## src/rtl/vga_pkg.sv

```systemverilog
// Shared VGA timing defaults, pixel latency and payload types for the scan-out and pixel-source blocks.
package vga_pkg;

    localparam int unsigned CNT_W   = 11;
    localparam int unsigned RGB_W   = 24;
    localparam int unsigned CNT_MAX = 2047;

    localparam int unsigned H_VISIBLE_DEF = 800;
    localparam int unsigned H_FRONT_DEF   = 40;
    localparam int unsigned H_SYNC_DEF    = 48;
    localparam int unsigned H_BACK_DEF    = 40;
    localparam int unsigned V_VISIBLE_DEF = 480;
    localparam int unsigned V_FRONT_DEF   = 13;
    localparam int unsigned V_SYNC_DEF    = 3;
    localparam int unsigned V_BACK_DEF    = 29;

    localparam logic        SYNC_POL_DEF      = 1'b0;
    localparam int unsigned PIXEL_LATENCY_DEF = 2;

    localparam logic [RGB_W-1:0] RGB_BLACK = 24'h000000;

    typedef enum logic {
        ACTIVE_LINE = 1'b0,
        BLANK_LINE  = 1'b1
    } line_state_e;

    // Per-pixel control bundle carried through the latency-alignment pipeline.
    typedef struct packed {
        logic de;
        logic hsync;
        logic vsync;
    } vga_ctl_t;

endpackage

```

## src/rtl/vga_counter.sv

```systemverilog
// Horizontal/vertical scan counters with the active/blank line FSM and raw (undelayed) timing decode.
module vga_counter
    import vga_pkg::*;
#(
    parameter int unsigned H_VISIBLE = H_VISIBLE_DEF,
    parameter int unsigned H_FRONT   = H_FRONT_DEF,
    parameter int unsigned H_SYNC    = H_SYNC_DEF,
    parameter int unsigned H_BACK    = H_BACK_DEF,
    parameter int unsigned V_VISIBLE = V_VISIBLE_DEF,
    parameter int unsigned V_FRONT   = V_FRONT_DEF,
    parameter int unsigned V_SYNC    = V_SYNC_DEF,
    parameter int unsigned V_BACK    = V_BACK_DEF,
    parameter logic        SYNC_POL  = SYNC_POL_DEF
) (
    input  logic             clk,
    input  logic             reset_n,
    output logic [CNT_W-1:0] vga_h,
    output logic [CNT_W-1:0] vga_v,
    output logic             vblank,
    output logic             frame_start,
    output logic             raw_de_c,
    output logic             raw_hsync_c,
    output logic             raw_vsync_c
);

    localparam int unsigned H_TOTAL_I = H_VISIBLE + H_FRONT + H_SYNC + H_BACK;
    localparam int unsigned V_TOTAL_I = V_VISIBLE + V_FRONT + V_SYNC + V_BACK;

    // Totals must fit the 11-bit counters.
    if (H_TOTAL_I > CNT_MAX || V_TOTAL_I > CNT_MAX) begin : g_bad_total
        $error("vga_counter: H/V timing totals exceed 11-bit range");
    end

    localparam logic [CNT_W-1:0] H_LAST     = CNT_W'(H_TOTAL_I - 1);
    localparam logic [CNT_W-1:0] V_LAST     = CNT_W'(V_TOTAL_I - 1);
    localparam logic [CNT_W-1:0] H_VIS      = CNT_W'(H_VISIBLE);
    localparam logic [CNT_W-1:0] V_VIS      = CNT_W'(V_VISIBLE);
    localparam logic [CNT_W-1:0] H_SYNC_BEG = CNT_W'(H_VISIBLE + H_FRONT);
    localparam logic [CNT_W-1:0] H_SYNC_END = CNT_W'(H_VISIBLE + H_FRONT + H_SYNC);
    localparam logic [CNT_W-1:0] V_SYNC_BEG = CNT_W'(V_VISIBLE + V_FRONT);
    localparam logic [CNT_W-1:0] V_SYNC_END = CNT_W'(V_VISIBLE + V_FRONT + V_SYNC);

    logic [CNT_W-1:0] h_q, h_d;
    logic [CNT_W-1:0] v_q, v_d;
    line_state_e      state_q, state_d;
    logic             run_q;
    logic             fs_q, fs_d;
    logic             line_wrap;

    // State and counter registers; run_q holds the first post-reset clock at 0/0.
    always_ff @(posedge clk or negedge reset_n) begin
        if (!reset_n) begin
            h_q     <= '0;
            v_q     <= '0;
            state_q <= ACTIVE_LINE;
            run_q   <= 1'b0;
            fs_q    <= 1'b0;
        end else begin
            h_q     <= h_d;
            v_q     <= v_d;
            state_q <= state_d;
            run_q   <= 1'b1;
            fs_q    <= fs_d;
        end
    end

    // Next counter values and line-type transitions, only at the line wrap.
    always_comb begin
        h_d       = h_q;
        v_d       = v_q;
        state_d   = state_q;
        line_wrap = 1'b0;
        if (!run_q) begin
            h_d     = '0;
            v_d     = '0;
            state_d = ACTIVE_LINE;
        end else begin
            if (h_q == H_LAST) begin
                line_wrap = 1'b1;
                h_d       = '0;
                v_d       = (v_q == V_LAST) ? '0 : v_q + 11'd1;
            end else begin
                h_d = h_q + 11'd1;
            end
            case (state_q)
                ACTIVE_LINE: if (line_wrap && v_d >= V_VIS) state_d = BLANK_LINE;
                BLANK_LINE:  if (line_wrap && v_d <  V_VIS) state_d = ACTIVE_LINE;
                default:     state_d = ACTIVE_LINE;
            endcase
        end
        fs_d = (h_d == '0) && (v_d == '0);
    end

    assign vga_h       = h_q;
    assign vga_v       = v_q;
    assign frame_start = fs_q;
    assign vblank      = (state_q == BLANK_LINE);

    // Raw timing decode; forced idle until the counters start running.
    assign raw_de_c    = run_q && (h_q < H_VIS) && (v_q < V_VIS);
    assign raw_hsync_c = (run_q && h_q >= H_SYNC_BEG && h_q < H_SYNC_END) ? SYNC_POL : ~SYNC_POL;
    assign raw_vsync_c = (run_q && v_q >= V_SYNC_BEG && v_q < V_SYNC_END) ? SYNC_POL : ~SYNC_POL;

endmodule

```

## src/rtl/vga_scan.sv

```systemverilog
// VGA scan-out: drives pixel coordinates, aligns de/sync to the pixel source latency and registers RGB.
module vga_scan
    import vga_pkg::*;
#(
    parameter int unsigned H_VISIBLE     = H_VISIBLE_DEF,
    parameter int unsigned H_FRONT       = H_FRONT_DEF,
    parameter int unsigned H_SYNC        = H_SYNC_DEF,
    parameter int unsigned H_BACK        = H_BACK_DEF,
    parameter int unsigned V_VISIBLE     = V_VISIBLE_DEF,
    parameter int unsigned V_FRONT       = V_FRONT_DEF,
    parameter int unsigned V_SYNC        = V_SYNC_DEF,
    parameter int unsigned V_BACK        = V_BACK_DEF,
    parameter logic        SYNC_POL      = SYNC_POL_DEF,
    parameter int unsigned PIXEL_LATENCY = PIXEL_LATENCY_DEF
) (
    input  logic        clk,
    input  logic        reset_n,
    output logic [10:0] vga_h,
    output logic [10:0] vga_v,
    input  logic [23:0] pixel_in,
    output logic [23:0] rgb,
    output logic        hsync,
    output logic        vsync,
    output logic        de,
    output logic        vblank,
    output logic        frame_start
);

    // Pixel source latency must be 1..7 clocks.
    if (PIXEL_LATENCY < 1 || PIXEL_LATENCY > 7) begin : g_bad_latency
        $error("vga_scan: PIXEL_LATENCY out of range 1..7");
    end

    localparam vga_ctl_t CTL_IDLE = '{de: 1'b0, hsync: ~SYNC_POL, vsync: ~SYNC_POL};

    vga_ctl_t                       raw_ctl;
    vga_ctl_t [PIXEL_LATENCY-1:0]   pipe_q;
    vga_ctl_t [PIXEL_LATENCY:0]     shift_c;
    vga_ctl_t                       tap_c;

    vga_counter #(
        .H_VISIBLE (H_VISIBLE),
        .H_FRONT   (H_FRONT),
        .H_SYNC    (H_SYNC),
        .H_BACK    (H_BACK),
        .V_VISIBLE (V_VISIBLE),
        .V_FRONT   (V_FRONT),
        .V_SYNC    (V_SYNC),
        .V_BACK    (V_BACK),
        .SYNC_POL  (SYNC_POL)
    ) u_counter (
        .clk         (clk),
        .reset_n     (reset_n),
        .vga_h       (vga_h),
        .vga_v       (vga_v),
        .vblank      (vblank),
        .frame_start (frame_start),
        .raw_de_c    (raw_ctl.de),
        .raw_hsync_c (raw_ctl.hsync),
        .raw_vsync_c (raw_ctl.vsync)
    );

    // Stage 0 is the raw decode; the tap lines up with pixel_in for the same coordinate.
    assign shift_c = {pipe_q, raw_ctl};
    assign tap_c   = pipe_q[PIXEL_LATENCY-1];

    // Delay pipeline plus the output register stage shared by rgb, de and syncs.
    always_ff @(posedge clk or negedge reset_n) begin
        if (!reset_n) begin
            pipe_q <= {PIXEL_LATENCY{CTL_IDLE}};
            de     <= 1'b0;
            hsync  <= ~SYNC_POL;
            vsync  <= ~SYNC_POL;
            rgb    <= RGB_BLACK;
        end else begin
            pipe_q <= shift_c[PIXEL_LATENCY-1:0];
            de     <= tap_c.de;
            hsync  <= tap_c.hsync;
            vsync  <= tap_c.vsync;
            rgb    <= tap_c.de ? pixel_in : RGB_BLACK;
        end
    end

endmodule

```

## config.mk

```make
export PLATFORM = sky130hd
export DESIGN_NAME = vga_scan
export DESIGN_NICKNAME = d
export VERILOG_FILES = /design/src/rtl/vga_pkg.sv /design/src/rtl/vga_counter.sv /design/src/rtl/vga_scan.sv
export SDC_FILE = /design/constraint.sdc
export NUM_CORES = 1
export LEC_CHECK = 0
export CAP_MARGIN = 20
export CORE_ASPECT_RATIO = 1.2
export CORE_MARGIN = 10
export CORE_UTILIZATION = 32
export DETAILED_ROUTE_END_ITERATION = 6
export GPL_TIMING_DRIVEN = 0
export PLACE_DENSITY = 0.57
export REMOVE_ABC_BUFFERS = 1
export SYNTH_ARGS = -nofsm -noshare
export SYNTH_HDL_FRONTEND = slang
export SYNTH_HIERARCHICAL = 1
export SYNTH_SLANG_ARGS = --single-unit
```

## constraint.sdc

```tcl
create_clock -name clk -period 2.2 [get_ports clk]
set_input_delay 0.33 -clock clk [delete_from_list [all_inputs] [get_ports clk]]
set_output_delay 0.33 -clock clk [all_outputs]
set_load 0.05 [all_outputs]
```

==> flow_summary.html <==
<table>
<tr><th>Metric</th><th>Value</th></tr>
<tr><th colspan="2">Clock network</th></tr>
<tr><td>TritonCTS sink count</td><td>58</td></tr>
<tr><td>CTS Buffer Depth</td><td>2</td></tr>
<tr><td>Max H-tree Level</td><td>3</td></tr>
<tr><td>Clk Tree Root Cell</td><td>sky130_fd_sc_hd__clkbuf_8</td></tr>
<tr><td>TritonCTS clock tree</td><td>done</td></tr>
<tr><td>Clock transition at the registers of the reported paths</td><td>0.07 ns</td></tr>
<tr><td>Total CTS buffers</td><td>9</td></tr>
<tr><td>Worst skew pair latency</td><td>0.34 ns</td></tr>
<tr><th colspan="2">Logic synthesis</th></tr>
<tr><td>Post-synthesis cell count</td><td>260</td></tr>
<tr><td>Share of synthesized area spent on multiplexers</td><td>1.13%</td></tr>
<tr><td>Top cell type by total area after synthesis</td><td>sky130_fd_sc_hd__dfrtp_1</td></tr>
<tr><td>Synth Register Bits</td><td>58</td></tr>
<tr><td>Combinational family with the most area after synthesis</td><td>simple AND/OR/NAND/NOR gates</td></tr>
<tr><td>Area share of the largest cell type after synthesis</td><td>46.8%</td></tr>
<tr><td>Synthesized area per cell</td><td>around 11 sq um</td></tr>
<tr><td>Area of the mapped netlist</td><td>between 0.002 and 0.003 sq mm</td></tr>
<tr><td>Most used flip-flop cell after synthesis</td><td>sky130_fd_sc_hd__dfrtp_1</td></tr>
<tr><td>Post-synthesis async set-or-reset flop share</td><td>100%</td></tr>
<tr><td>Post-synthesis share of cell area spent on full adders, half adders and majority gates</td><td>2.25%</td></tr>
<tr><td>Most area-consuming cells after synthesis</td><td>sky130_fd_sc_hd__dfrtp_1, sky130_fd_sc_hd__dfstp_2, sky130_fd_sc_hd__and2_2</td></tr>
<tr><td>Fraction of synthesized cell area in xor and xnor cells</td><td>5.99%</td></tr>
<tr><td>Number of synthesized flops with an enable pin</td><td>0</td></tr>
<tr><td>Count of distinct cell types in the synthesized netlist</td><td>50</td></tr>
<tr><td>Simple logic cell fraction of the synthesized area</td><td>24.2%</td></tr>
<tr><td>Fraction of the mapped netlist area in compound gates</td><td>8.42%</td></tr>
<tr><td>Warnings, synthesis</td><td>6</td></tr>
<tr><td>Sequential element share of the synthesized area</td><td>52.5%</td></tr>
<tr><th colspan="2">Route</th></tr>
<tr><td>Detailed-route via count</td><td>2160</td></tr>
<tr><td>WL met1</td><td>between 3 and 4 mm</td></tr>
<tr><td>Via count normalized by instance count</td><td>4.69</td></tr>
<tr><td>Top metal layer carrying routed signals</td><td>met4</td></tr>
<tr><td>Wire length reported by the detailed router</td><td>7.03 mm</td></tr>
<tr><td>Number of routed nets with antenna violations</td><td>0</td></tr>
<tr><td>Met2 Wirelength</td><td>3.34 mm</td></tr>
<tr><td>Iteration count of the initial detailed-routing pass</td><td>5</td></tr>
<tr><td>Routed wire length on met3</td><td>roughly 370 um</td></tr>
<tr><td>Routed length per placed instance</td><td>between 15 and 20 um</td></tr>
<tr><td>Iter 0 DRT Violations</td><td>~80</td></tr>
<tr><td>Number of design rule violations left after detail routing</td><td>0</td></tr>
<tr><th colspan="2">Outcome</th></tr>
<tr><td>Outcome</td><td>finished, violations left</td></tr>
<tr><td>Violated checks</td><td>setup timing</td></tr>
<tr><th colspan="2">Setup path</th></tr>
<tr><td>CP required</td><td>2.41 ns</td></tr>
<tr><td>Capturing element type of the critical path</td><td>flip-flop</td></tr>
<tr><td>Cell family with most CP delay</td><td>simple AND/OR/NAND/NOR gates</td></tr>
<tr><td>Arrival time at the worst endpoint</td><td>2.71 ns</td></tr>
<tr><td>Critical-path maximum fanout</td><td>5</td></tr>
<tr><td>Slowest-stage cell, CP</td><td>sky130_fd_sc_hd__or4b_4</td></tr>
<tr><td>Cell depth of the worst setup path</td><td>6</td></tr>
<tr><td>Path type of the worst setup path</td><td>flip-flop to flip-flop</td></tr>
<tr><td>Reg2reg path depth</td><td>6</td></tr>
<tr><td>CP Cell Sequence</td><td>or4b_4 &gt; or3_4 &gt; or4_1 &gt; mux2i_1 &gt; a21oi_1 &gt; a2111oi_2</td></tr>
<tr><td>Worst Path Buf+Inv</td><td>0</td></tr>
<tr><td>Peak per-stage delay on the critical path</td><td>0.59 ns</td></tr>
<tr><td>Critical Path Source Type</td><td>flip-flop</td></tr>
<tr><th colspan="2">Layout</th></tr>
<tr><td>Register area</td><td>around 0.0015 sq mm</td></tr>
<tr><td>Layout Cell Area excl Fill</td><td>0.00393 sq mm</td></tr>
<tr><td>Relative area change from synthesis to final layout</td><td>41.4%</td></tr>
<tr><td>Area used by multi-input combinational logic</td><td>approximately 0.0012 sq mm</td></tr>
<tr><td>Fin nets</td><td>370</td></tr>
<tr><td>Number of filler instances in the final layout</td><td>838</td></tr>
<tr><td>Antenna diode instance count</td><td>0</td></tr>
<tr><td>Share of layout cells above drive strength 1</td><td>between 20% and 30%</td></tr>
<tr><td>Post-layout util</td><td>46.2%</td></tr>
<tr><th colspan="2">Floorplan</th></tr>
<tr><td>Die Width</td><td>105 um</td></tr>
<tr><td>Die Y-Extent</td><td>122 um</td></tr>
<tr><td>Count of pins on the block boundary</td><td>77</td></tr>
<tr><td>Standard-cell row count</td><td>37</td></tr>
<tr><td>Area of the core</td><td>roughly 0.0085 sq mm</td></tr>
<tr><td>DIE AREA</td><td>0.0128 sq mm</td></tr>
<tr><td>Effective utilization at floorplan</td><td>32.6%</td></tr>
<tr><th colspan="2">Global route</th></tr>
<tr><td>Total global-route track usage</td><td>11.1%</td></tr>
<tr><td>Initial antenna violation count</td><td>0</td></tr>
<tr><td>Overflow left after global routing</td><td>0</td></tr>
<tr><td>Maximum number of pins on one net before global-route repair</td><td>38</td></tr>
<tr><td>First-pass GRT wire length</td><td>11.5 mm</td></tr>
<tr><td>Via count of the first global-routing pass</td><td>2132</td></tr>
<tr><th colspan="2">Power</th></tr>
<tr><td>Areal power density over the cells</td><td>611 mW/mm^2</td></tr>
<tr><td>Switching fraction of total power</td><td>27.1%</td></tr>
<tr><td>Overall power after layout</td><td>~2.4 mW</td></tr>
<tr><td>Proportion of power drawn by the clock network</td><td>40.9%</td></tr>
<tr><td>Internal power component</td><td>1.75 mW</td></tr>
<tr><td>Gate power share</td><td>12.3%</td></tr>
<tr><td>Total leakage power</td><td>roughly 1.6 nW</td></tr>
<tr><td>Maximum vdd drop</td><td>0.290 mV</td></tr>
<tr><td>Switching Power</td><td>0.652 mW</td></tr>
<tr><td>Flop pwr share</td><td>46.7%</td></tr>
<tr><th colspan="2">STA</th></tr>
<tr><td>Setup repair after global routing missed its margin</td><td>yes</td></tr>
<tr><td>Clock Skews</td><td>roughly 0.0095 ns</td></tr>
<tr><td>Max-Slew Margin vs Limit</td><td>62.2%</td></tr>
<tr><td>Post-Route Hold Slack</td><td>0.350 ns</td></tr>
<tr><td>Count of endpoints failing hold in the final timing report</td><td>0</td></tr>
<tr><td>Pin slew with the least headroom to its limit</td><td>0.563 ns</td></tr>
<tr><td>Setup TNS</td><td>-1.41 ns</td></tr>
<tr><td>Tcrit/Tclk final</td><td>114%</td></tr>
<tr><td>Final min period</td><td>2.50 ns</td></tr>
<tr><td>Final setup violation count</td><td>13</td></tr>
<tr><td>Fmax</td><td>roughly 400 MHz</td></tr>
<tr><td>Final worst-path setup slack</td><td>-0.298 ns</td></tr>
<tr><td>Pins Over Slew Limit</td><td>0</td></tr>
<tr><th colspan="2">Run</th></tr>
<tr><td>Max-Cap Viols</td><td>0</td></tr>
<tr><th colspan="2">Min path</th></tr>
<tr><td>Worst hold path class</td><td>flip-flop to flip-flop</td></tr>
<tr><td>Number of cells on the worst hold path</td><td>0</td></tr>
<tr><th colspan="2">Placed design</th></tr>
<tr><td>Routability congestion estimate from global placement</td><td>roughly 0.8</td></tr>
<tr><td>Area after detailed placement</td><td>approximately 0.0036 sq mm</td></tr>
<tr><td>Port bufs</td><td>76</td></tr>
<tr><td>Estimated wirelength of the detail-placed design</td><td>around 4.9 mm</td></tr>
</table>
==> Yosys cell counts (7+ instances only) <==
| library cell | n |
|---|---|
| sky130_fd_sc_hd__dfrtp_1 | 52 |
| sky130_fd_sc_hd__nor2_1 | 25 |
| sky130_fd_sc_hd__and2_2 | 18 |
| sky130_fd_sc_hd__nand2_1 | 14 |
| sky130_fd_sc_hd__nand3_1 | 14 |
| sky130_fd_sc_hd__and2_1 | 11 |
| sky130_fd_sc_hd__xor2_1 | 11 |
| sky130_fd_sc_hd__inv_1 | 10 |
| sky130_fd_sc_hd__nor3_1 | 9 |
| sky130_fd_sc_hd__xnor2_1 | 8 |
| sky130_fd_sc_hd__nand4_1 | 7 |
==> path summary, 6_finish.rpt <==
path                            slack (ns)                     to                from
worst max-delay path                 -0.30  u_counter/frame_start  u_counter/vga_h[5]
worst min-delay path                  0.35              pipe_q[5]           pipe_q[2]
worst max register to register       -0.30  u_counter/frame_start  u_counter/vga_h[5]
worst min register to register        0.35              pipe_q[5]           pipe_q[2]
max in group asynchronous             1.06              pipe_q[0]             reset_n
min in group asynchronous             0.50                rgb[21]             reset_n
==> worst register-to-register path, cell delays in order, from the launching register on <==
cell and delay [ns]:
sky130_fd_sc_hd__dfrtp_2 0.43, sky130_fd_sc_hd__or4b_4 0.60, sky130_fd_sc_hd__or3_4 0.42, sky130_fd_sc_hd__or4_1 0.47
sky130_fd_sc_hd__mux2i_1 0.14, sky130_fd_sc_hd__a21oi_1 0.09, sky130_fd_sc_hd__a2111oi_2 0.23
==> cell usage in the layout (no fill, tap or decap), drive strengths merged, types with 2 or more instances in the layout <==
cell,n
a21oi,5
a31oi,2
and2,29
and4,3
buf,10
clkbuf,9
clkdlybuf4s50,74
clkinv,2
clkinvlp,3
dfrtp,52
dfstp,6
ha,5
inv,11
mux2i,2
nand2,14
nand3,14
nand4,8
nor2,25
nor3,9
nor4,2
o21ai,6
o311ai,2
o31ai,3
or3,3
or4,4
xnor2,8
xor2,11
==> what timing repair did <==
item | 4_1_cts | 5_1_grt
setup buffers | 8 | 0
cloned | 0 | 0
endpoints found under the setup margin | 16 | 14
gates resized for setup | 13 | 6
pin swaps | 8 | 2
endpoints found under the hold margin | 21 | 0
hold buffers | 1 | 0
==> layer usage <==
layer	vias to the layer above	GRT usage (%)
met5	-	0
met4	0	3.35
met3	5	4.28
met2	60	17.4
met1	1048	13.9
li1	1047	-
==> power by group through the flow <==
| stage | clock network [mW] | logic [mW] | registers, mW |
|---|---|---|---|
| 2_1_floorplan | 0 | 0.0442 | 1.25 |
| 3_3_place_gp | 0 | 0.289 | 1.14 |
| 3_5_place_dp | 0 | 0.295 | 1.14 |
| 4_1_cts | 1.03 | 0.301 | 1.12 |
| 5_1_grt | 1.07 | 0.314 | 1.13 |
| 6_report | 0.984 | 0.296 | 1.12 |
==> cells by family after synthesis <==
kind of cell | after synthesis
AND/OR/NAND/NOR | 116
flip-flops | 58
AO/OA/AOI/OAI | 30
buffers and inverters | 28
XOR/XNOR | 19
adder cells (fa/ha/maj) | 5
multiplexers | 3
other | 1
==> through the flow <==
| step | setup WS (ns) | cells |
|---|---|---|
| floorplan | -0.786 | 242 |
| global placement | -1.08 | 435 |
| detailed placement | -1.01 | 436 |
| CTS | -0.267 | 461 |
| global route | -0.396 | 461 |
| finish | -0.298 | 461 |
==> flip-flops by register name (all words and copies together) (netlist names) <==
signal                 flops
u_counter/run_q            1
u_counter/vga_v           11
de                         1
pipe_q                     6
vsync                      1
u_counter/vga_h           11
u_counter/vblank           1
rgb                       24
u_counter/frame_start      1
hsync                      1
==> cell type report <==
class                   count  area share, %
repair buffers             86           21.7
clock inverters             7           2.00
clock buffers               9           3.15
inverters                  10          0.955
well taps                 117           3.72
flip-flops and latches     58           37.2
multi-input cells         174           31.3
Note: power is estimated with default switching activity, not from simulation.
